[config.mk]
export PLATFORM = sky130hd
export DESIGN_NAME = cache_arbiter
export DESIGN_NICKNAME = d
export VERILOG_FILES = /design/src/rtl/cache_arbiter_pkg.sv /design/src/rtl/cache_arbiter.sv
export SDC_FILE = /design/constraint.sdc
export NUM_CORES = 1
export LEC_CHECK = 0
export CORE_AREA = 5 5 543 545
export DETAILED_ROUTE_END_ITERATION = 7
export DIE_AREA = 0 0 548 550
export PLACE_DENSITY_LB_ADDON = 0.12
export SKIP_LAST_GASP = 1
export SLEW_MARGIN = 20
export SYNTH_ARGS = -nofsm -noshare
export SYNTH_HDL_FRONTEND = slang
export SYNTH_SLANG_ARGS = --single-unit
export TNS_END_PERCENT = 50
[constraint.sdc]
create_clock -name clk -period 1.99 [get_ports clk]
set_input_delay 0.398 -clock clk [delete_from_list [all_inputs] [get_ports clk]]
set_output_delay 0.398 -clock clk [all_outputs]
set_load 0.005 [all_outputs]
[src/rtl/cache_arbiter_pkg.sv]
// Shared types for the I/D cache-to-physical-memory arbiter.
package rv32i_types;

  localparam int ARB_LINE_W = 256;

  typedef enum logic [1:0] {
    IDLE    = 2'd0,
    I_BUSY  = 2'd1,
    D_BUSY  = 2'd2,
    RELEASE = 2'd3
  } arb_state_t;

  // Simultaneous read and write from the D-cache resolves to a write.
  function automatic logic arb_d_is_read(input logic rd, input logic wr);
    return rd & ~wr;
  endfunction

endpackage

[src/rtl/cache_arbiter.sv]
// Arbitrates I-cache fills and D-cache fills/writebacks onto one physical memory port.
// Optional starvation guard for the I side: define CACHE_ARBITER_STARVE_GUARD_EN.
module cache_arbiter
  import rv32i_types::*;
#(
  parameter int LINE_W       = ARB_LINE_W,
  parameter int STARVE_LIMIT = 4
) (
  input  logic              clk,
  input  logic              rst,
  input  logic              i_read_i,
  input  logic [31:0]       i_addr_i,
  output logic [LINE_W-1:0] i_rdata_o,
  output logic              i_resp_o,
  input  logic              d_read_i,
  input  logic              d_write_i,
  input  logic [31:0]       d_addr_i,
  input  logic [LINE_W-1:0] d_wdata_i,
  output logic [LINE_W-1:0] d_rdata_o,
  output logic              d_resp_o,
  output logic              pmem_read_o,
  output logic              pmem_write_o,
  output logic [31:0]       pmem_addr_o,
  output logic [LINE_W-1:0] pmem_wdata_o,
  input  logic [LINE_W-1:0] pmem_rdata_i,
  input  logic              pmem_resp_i
);

  if (STARVE_LIMIT < 1) begin : g_bad_limit
    $error("cache_arbiter: STARVE_LIMIT must be at least 1");
  end

  arb_state_t r_state;
  logic       w_d_req;
  logic       w_grant_i;
  logic       w_grant_d;

  assign w_d_req = d_read_i | d_write_i;

`ifdef CACHE_ARBITER_STARVE_GUARD_EN
  localparam int CNT_W = $clog2(STARVE_LIMIT + 1);

  logic [CNT_W-1:0] r_starve_cnt;
  logic             w_starved;

  assign w_starved = (r_starve_cnt >= CNT_W'(STARVE_LIMIT));
  assign w_grant_i = i_read_i & (~w_d_req | w_starved);

  // Counts back-to-back D grants taken while I is waiting; saturates at the limit.
  always_ff @(posedge clk) begin
    if (rst) begin
      r_starve_cnt <= '0;
    end else if (!i_read_i) begin
      r_starve_cnt <= '0;
    end else if (r_state == IDLE) begin
      if (w_grant_i) begin
        r_starve_cnt <= '0;
      end else if (w_grant_d && !w_starved) begin
        r_starve_cnt <= r_starve_cnt + 1'b1;
      end
    end
  end
`else
  assign w_grant_i = i_read_i & ~w_d_req;
`endif

  assign w_grant_d = w_d_req & ~w_grant_i;

  always_ff @(posedge clk) begin
    if (rst) begin
      r_state <= IDLE;
    end else begin
      unique case (r_state)
        IDLE: begin
          if (w_grant_d) begin
            r_state <= D_BUSY;
          end else if (w_grant_i) begin
            r_state <= I_BUSY;
          end
        end
        I_BUSY, D_BUSY: begin
          if (pmem_resp_i) begin
            r_state <= RELEASE;
          end
        end
        RELEASE: r_state <= IDLE;
        default: r_state <= IDLE;
      endcase
    end
  end

  // Owner's signals pass straight through; the response pulse is combinational.
  always_comb begin
    pmem_read_o  = 1'b0;
    pmem_write_o = 1'b0;
    pmem_addr_o  = '0;
    pmem_wdata_o = '0;
    i_resp_o     = 1'b0;
    d_resp_o     = 1'b0;
    unique case (r_state)
      I_BUSY: begin
        pmem_read_o = 1'b1;
        pmem_addr_o = i_addr_i;
        i_resp_o    = pmem_resp_i;
      end
      D_BUSY: begin
        pmem_read_o  = arb_d_is_read(d_read_i, d_write_i);
        pmem_write_o = d_write_i;
        pmem_addr_o  = d_addr_i;
        pmem_wdata_o = d_wdata_i;
        d_resp_o     = pmem_resp_i;
      end
      default: ;
    endcase
  end

  assign i_rdata_o = pmem_rdata_i;
  assign d_rdata_o = pmem_rdata_i;

endmodule

==> summary.md <==
| Metric | Value |
|---|---|
| Most common cell after layout, fill and taps aside | `clkdlybuf4s50_1` |
| Number of global-route vias before repair | `approximately 7.1k` |
| Slew @ Worst Pin | `0.393 ns` |
| Syn Nets | `1481` |
| Cell area after synthesis | `0.00616 mm^2` |
| DRC viols | `0` |
| TritonCTS Buffers | `3` |
| Reg-to-reg slack, setup | `~0.41 ns` |
| Critical Path Sink Type | `output port` |
| Routed len/inst | `approximately 31 um` |
| RSZ-0062 raised after global routing | `true` |
| Via count | `6753` |
| Initial Utilization | `0.0213` |
| CTS clk-pin slew, worst paths | `0.03 ns` |
| CTS tree | `yes` |
| P_leak | `around 0.0054 uW` |
| Area of the core | `approximately 0.29 mm^2` |
| Worst Path Arrival | `around 1.8 ns` |
| Synth warn | `0` |
| Largest register by flop count | `r_state` |
| DIE AREA | `0.301 mm^2` |
| Min-delay src | `r_state[0]` |
| Largest registers | `r_state x2` |
| Storage element area | `42.5 um^2` |
| DR pass1 iterations | `4` |
| Grt met3 use | `0.130` |
| Post-synth top flop | `dfxtp_1` |
| Sink Count | `2` |
| Largest net degree at the start of global routing | `20` |
| Async S/R FF share, synth | `0` |
| Final Non-Filler Cells | `slightly below 5k` |
| Grt met1 use | `0.0710` |
| Site row count | `approximately 200` |
| Post-synth cell types | `20` |
| Final setup vio count | `198` |
| Worst min path class | `reg2reg` |
| Sum Neg Setup Slack | `-16.74 ns` |
| Yosys top cell by area | `buf_4` |
| Critical-path maximum fanout | `9` |
| Maxcap violations | `0` |
| Port-buffer cells | `617` |
| Total power | `around 17000 uW` |
| Violated checks | `setup timing` |
| Total gr overflow | `0` |
| H-tree depth | `1` |
| Crit share post-route | `1.11` |
| Setup ws final | `-0.215 ns` |
| Number of flops mapped to enable cells by yosys | `0` |
| Final wirelength | `roughly 150000 um` |
| Initial antenna violation count | `84` |
| CTS Hold Bufs | `0` |
| Placed cells | `4807` |
| VDD IR max | `0.391 mV` |
| Seq/Total Area, Yosys | `0.00650` |
| Slew Viols, Final | `0` |
| First-pass GRT wire length | `170000 um` |
| Relative slew slack | `0.738` |
| Cells after synthesis | `895` |
| Reg2reg end | `r_state[1]` |
| Cell Pwr Density | `994 mW/mm^2` |
| IO Count | `1386` |
| Largest register FFs | `2` |
| Req. time, crit path | `between 1.5 and 2 ns` |
| Clock Path Buffers | `2` |
| RD Place Congestion | `0.849` |
| Die Wd | `roughly 550 um` |
| Outcome | `finished with violations` |
| Commonest cells after routing, fill and taps aside | `clkdlybuf4s50_1, buf_12, and2_1` |
| FF-to-FF Start | `r_state[1]` |
| Initial DRC count | `256` |
| Worst hold stages | `3` |
| Flops & latches, synth | `2` |
| Final hold viol count | `0` |
| Clk Latency, worst-skew pair | `approximately 0.22 ns` |
| Startpoint Class | `flip-flop` |
| Routed Antenna Nets | `0` |
| FF-to-FF path depth | `5` |
| Period minus WS final | `2.21 ns` |
| DIE HEIGHT | `between 500 and 600 um` |
| WS Path Type | `reg2out` |
| Clk_skew | `roughly 0.0039 ns` |
| Yosys top cell area share | `0.624` |
| Fillers | `between 30k and 40k` |
| Clk root buf | `clkbuf_16` |
| Max Clock Freq | `0.453 GHz` |
| Global Route Usage Sum | `0.0960` |
| Largest cells by area after synthesis | `buf_4, and2_1, a22oi_1, clkbuf_1, nor2_1` |
| Area grow syn2layout | `171%` |
| Grt met2 use | `0.139` |
| Hpwl dp | `144000 um` |
| Nets | `1657` |
| Area of the multi-input gates | `between 0.002 and 0.003 mm^2` |
| Top Usage Layer GRT | `met2` |
| Hold Crit Endpoint | `r_state[0]` |
| Share of layout cells above drive strength 1 | `0.496` |
| Syn avg cell area | `6.89 um^2` |
| Vias per Instance | `1.38` |
==> layer usage <==
| metal | part of all wire | vias to the layer above | wire length (um) |
|---|---|---|---|
| li1 | - | 2609 | - |
| met1 | 0.25 | 2727 | 37800 |
| met2 | 0.40 | 1007 | 61800 |
| met3 | 0.30 | 402 | 45700 |
| met4 | 0.050 | 8 | 7660 |
| met5 | 0.0013 | - | 194 |
==> cells in the mapped netlist, types with 2 or more instances <==
cell type    n
clkbuf_1    38
and2_1     258
ha_1         4
a22oi_1     32
nand2b_1     2
dfxtp_1      2
nor2_1      33
inv_1        3
buf_4      512
==> repair_timing <==
| action | in CTS | in global routing |
|---|---|---|
| setup endpoints to repair | 278 | 261 |
| cloned | 20 | 6 |
| setup buffers | 34 | 7 |
| gates resized for setup | 474 | 202 |
| pin swaps | 6 | 4 |
==> metrics by stage <==
step	hold WS [ns]	setup slack, ns	cell area, um^2	util
floorplan	0.475	0.313	6160	-
global placement	0.667	-0.363	14900	0.0516
detailed placement	0.661	-0.344	14900	0.0516
CTS	0.663	-0.246	16200	0.0558
global route	0.702	-0.267	16700	0.0575
finish	0.681	-0.215	16700	0.0577
==> where the power goes <==
part           switching [uW]  internal [uW]
logic                    7260           8960
clock network            45.5            255
registers                19.1           64.9
total                    7330           9280
==> kinds of logic (layout without fill, tap and decap cells) <==
family,after synthesis,after routing,synth area share
and+or+nand+nor,296,296,0.288
buffers and inverters,555,729,0.650
adders and majority gates,4,4,0.00812
AOI/OAI and AO/OA,38,38,0.0469
other,0,20,0
DFF,2,2,0.00650
==> worst max-delay path, cell delays in order, from the launching register on <==
cell and delay [ns]:
dfxtp_2 0.31, inv_2 0.06, ha_4 0.15, buf_12 0.16, buf_8 0.13, buf_8 0.12, and2_1 0.13, clkdlybuf4s50_1 0.50
==> cell type report <==
type	instances	share of cell area
clock buffers	3	0.00449
repair buffers	722	0.543
multi-input cells	338	0.161
diodes	20	0.00299
well taps	3800	0.285
flip-flops and latches	2	0.00255
inverters	4	0.00135
==> worst max path at each step <==
stage,from,end,slack [ns],depth (start not counted)
global placement,r_state[0],pmem_addr_o[6],-0.36,9
finish,r_state[0],pmem_wdata_o[75],-0.22,7
floorplan,r_state[0],pmem_wdata_o[100],0.31,6
detailed placement,r_state[0],pmem_addr_o[6],-0.34,9
global route,r_state[0],pmem_wdata_o[80],-0.27,7
CTS,r_state[0],pmem_wdata_o[75],-0.25,7
Power figures use the tool's default switching activity.
==> patch 1: new RTL, same flow settings <==
Set the package constant `ARB_LINE_W` to 248 (it was 256).
--- a/src/rtl/cache_arbiter_pkg.sv
+++ b/src/rtl/cache_arbiter_pkg.sv
@@ -3,3 +3,3 @@
 
-  localparam int ARB_LINE_W = 256;
+  localparam int ARB_LINE_W = 248;
 
Ports: changed (5 resized); port bits go from 1386 to 1346. No check against the original RTL was run, so the function may have changed too.
==> patch 1 against the unedited design <==
The flow still finishes with violations (negative setup slack); highest routed layer unchanged; synthesized area decreased by 1.3%; sequential cell count unchanged; largest power group unchanged; cell area increased by 0.57%; die area unchanged; total power increased by 9.0%; wire length decreased by 5.1%; via count increased by 0.56%; critical path type unchanged; critical endpoint is now pmem_wdata_o[147]; setup slack got worse by 0.057 ns; synthesized cell count decreased by 2.6%.
==> patch 1: results <==
metrics = {
    "setup_path": {
        "reg2reg_slack_ns": 0.25,
        "cpMaxStageDelayCell": "dfxtp_2",
        "critPathMaxStageDelay_ns": 0.33,
        "crit_fanout": 6,
        "cp_data_arrival_time_ns": 1.86,
        "rr_worst_depth": 9,
        "crit_end": "pmem_wdata_o[147]",
    },
    "logic_synthesis": {
        "syn_inst": 872,
        "ys_seq_area_share_pct": 0.658,
        "synth_top_area_share_pct": 61.2,
        "synth_nets": 1442,
        "synth_warnings": 0,
        "ys_top_cells_by_area": "buf_4 61%, and2_1 26%, a22oi_1 3.9%, nor2b_1 3.4%, clkbuf_1 1.7%",
        "yosys-top-cells-count": "496 x buf_4, 251 x and2_1, 33 x nor2b_1",
    },
    "global_routing": {
        "grt_pass1_wl_mm": 162,
        "use_met2_pct": 13.2,
        "grt_antenna_before_repair": 75,
        "grtUsageMet1_pct": 6.75,
        "grt_max_degree": 21,
        "track_usage_pct": 9.07,
        "grt_pass1_vias": 7292,
    },
    "place": {
        "dp_cells": 4805,
        "gp_congestion": 0.845,
        "pre_cts_slack_ns": -0.432,
        "place_hpwl_mm": 134,
        "port_buffers": 601,
    },
    "layout": {
        "fin_nets": 1664,
        "fill_cells": 34000,
        "instances_no_fill": 4901,
        "drive_above_1_share_pct": 52.7,
    },
    "sta": {
        "finalSetupViolCount": 261,
        "finalWorstSetupSlack_ns": -0.273,
        "slew_headroom_pct": 72.7,
        "setup_tns_ns": -35.23,
    },
    "drt": {
        "vias_per_cell": 1.39,
        "drt_iter0_drc": 237,
        "wl_mm": 145,
        "route.met2.wl_mm": 58.3,
        "wl_met1_mm": 35.4,
    },
    "clocking": {
        "cts_setup_buffers": 60,
        "ctsResizeCount": 580,
    },
    "status": {
        "violations": "negative setup slack",
        "outcome": "finished, violations left",
    },
    "power_and_ir_drop": {
        "leakagePower_uw": 0.00574,
        "vdd_drop_max_mv": 0.414,
    },
}
-- patch 1: kinds of logic after synthesis --
kind of cell    count (synthesis)  share of synthesized area, %
flops                           2                         0.658
fa+ha+maj                       4                         0.823
buf+inv                       536                          63.9
simple gates                  293                          30.1
compound gates                 37                          4.55
-- patch 1: metrics by stage --
stage	hold WS (ns)	area, sq um
after CTS	0.682	16300
after global routing	0.736	16800
final	0.677	16800
after detailed placement	0.671	14800
after global placement	0.723	14800
after floorplan	0.477	6080
-- patch 1: area by class of cell --
class	instances	area share (%)
Sequential cell	2	0.268
Inverter	2	0.0447
Antenna cell	9	0.134
Tap cell	3800	28.3
Multi-Input combinational cell	334	16.3
Timing Repair Buffer	751	54.6
Clock buffer	3	0.447
-- patch 1: report_power, final --
group	switching, uW	internal, uW	total [uW]
registers	29.5	69.1	98.5
logic	7480	10200	17700
clock network	51.3	256	307
==> patch 2: new RTL, same settings <==
Made on the original files. The 4 states of `arb_state_t` get a one-hot encoding in 4 bits.
--- a/src/rtl/cache_arbiter_pkg.sv
+++ b/src/rtl/cache_arbiter_pkg.sv
@@ -5,7 +5,7 @@
 
-  typedef enum logic [1:0] {
-    IDLE    = 2'd0,
-    I_BUSY  = 2'd1,
-    D_BUSY  = 2'd2,
-    RELEASE = 2'd3
+  typedef enum logic [3:0] {
+    IDLE    = 4'b0001,
+    I_BUSY  = 4'b0010,
+    D_BUSY  = 4'b0100,
+    RELEASE = 4'b1000
   } arb_state_t;
Behaviour: no difference found for any inputs over 4 cycles, from zero or initial values and one cycle with rst high; so few cycles prove little.
==> patch 2 against the unedited design <==
The flow still finishes with violations (negative setup slack); hold slack gained 0.0049 ns; die area stayed put; cell area is 1.3% lower; synthesized cell count fell by 3.1%; setup slack got worse by 0.31 ns; wire length grew 6.4%; sequential cell count grew 2; synthesized area rose by 0.65%.
Power is left out: it rests on default switching activity, and per cell area and clock period it moved more than threefold.
==> patch 2: results <==
metrics = {
    "sta": {
        "slew_headroom_pct": 66.5,
        "finalSetupViolCount": 291,
        "finClkSkew_ns": 0.000819,
        "finalWorstSetupSlack_ns": -0.525,
    },
    "clocking": {
        "clockBufferDepth": 2,
        "cts-root-buf": "clkbuf_16",
        "clkTransAtPathRegs_ns": 0.03,
        "clkLatencyLatePin_ns": 0.23,
        "htreeDepth": 1,
        "cts_buffers": 3,
    },
    "drt": {
        "vias_per_cell": 1.40,
        "wl_mm": 163,
        "first_pass_iters": 4,
        "drt_iter0_drc": 249,
    },
    "logic_synthesis": {
        "synth_flop_cell": "dfxtp_1",
        "synth_xor_area_share_pct": 0.141,
        "syn_inst": 867,
        "synthAdderAreaFrac_pct": 0,
        "ys_top_cells_by_area": "buf_4 62%, and2_1 26%, a22o_1 4.5%, clkbuf_2 2.0%, dfxtp_1 1.3%",
        "synth.area.mux_share_pct": 0,
        "synth_nets": 1449,
        "ys_async_sr_fraction_pct": 0,
        "synth_compound_area_share_pct": 5.29,
        "synth_warnings": 0,
        "ys_seq_area_share_pct": 1.29,
        "synth.distinct_cells": 26,
        "yosys-top-cells-count": "513 x buf_4, 259 x and2_1, 32 x a22o_1",
    },
    "layout": {
        "fill_cells": 34000,
        "drive_above_1_share_pct": 45.3,
        "fin_nets": 1662,
        "largestRegisters": "r_state (4)",
        "instances_no_fill": 4899,
    },
    "status": {
        "outcome": "finished, violations left",
        "violations": "negative setup slack",
    },
    "place": {
        "dp_cells": 4799,
        "port_buffers": 617,
        "place_hpwl_mm": 151,
        "gp_congestion": 0.855,
    },
    "global_routing": {
        "grt_antenna_before_repair": 113,
        "grt_max_degree": 33,
        "grt_pass1_wl_mm": 176,
        "track_usage_pct": 10.0,
        "grt_pass1_vias": 6862,
    },
    "setup_path": {
        "cp_data_arrival_time_ns": 2.12,
        "crit_fanout": 10,
    },
    "min_path": {
        "worst_hold_path_type": "reg2reg",
    },
}
## patch 2: timing repair
item | in CTS | in global routing
gates cloned | 9 | 12
endpoints found under the hold margin | 0 | 0
resized for setup | 208 | 334
endpoints found under the setup margin | 291 | 292
pin swaps | 13 | 22
buffers inserted | 18 | 45
## patch 2: through the flow
step	TNS [ns]	utilization, %	setup slack [ns]	cell area (sq um)
CTS	-119.18	5.37	-0.580	15600
global route	-110.39	5.68	-0.597	16500
finish	-85.74	5.70	-0.525	16500
floorplan	0	-	0.321	6200
detailed placement	-64.08	5.13	-0.516	14800
global placement	-66.39	5.13	-0.544	14800
## patch 2: metal layers
layer,GRT usage (%),vias up,wire length [um]
met3,12.7,419,44200
met5,0,-,141
met4,3.73,22,7230
met2,13.9,1004,64100
met1,8.48,2796,47300
li1,-,2607,-
## patch 2: path summary, 6_finish.rpt
kind / from / slack (ns) / cells past startpoint / to
hold / removal: r_state[1] / 0.69 / 3 / r_state[0]
hold reg to reg: r_state[1] / 0.69 / 3 / r_state[0]
setup / recovery: r_state[3] / -0.53 / 6 / pmem_wdata_o[196]
setup reg to reg: r_state[3] / 0.44 / 4 / r_state[3]
## patch 2: layout make-up
type | instances | area, sq um | area share, %
Sequential cell | 4 | 81.3 | 0.493
Timing Repair Buffer | 757 | 9160 | 55.5
Multi-Input combinational cell | 311 | 2370 | 14.3
Antenna cell | 21 | 52.6 | 0.319
Tap cell | 3800 | 4750 | 28.8
Clock buffer | 3 | 75.1 | 0.455
Inverter | 3 | 11.3 | 0.0683
## patch 2: critical path, cell delays in order (launching register included)
cell	delay, ns
dfxtp_1	0.33
nor4b_4	0.27
buf_6	0.20
buf_12	0.18
buf_16	0.17
and2_1	0.17
clkdlybuf4s50_1	0.53
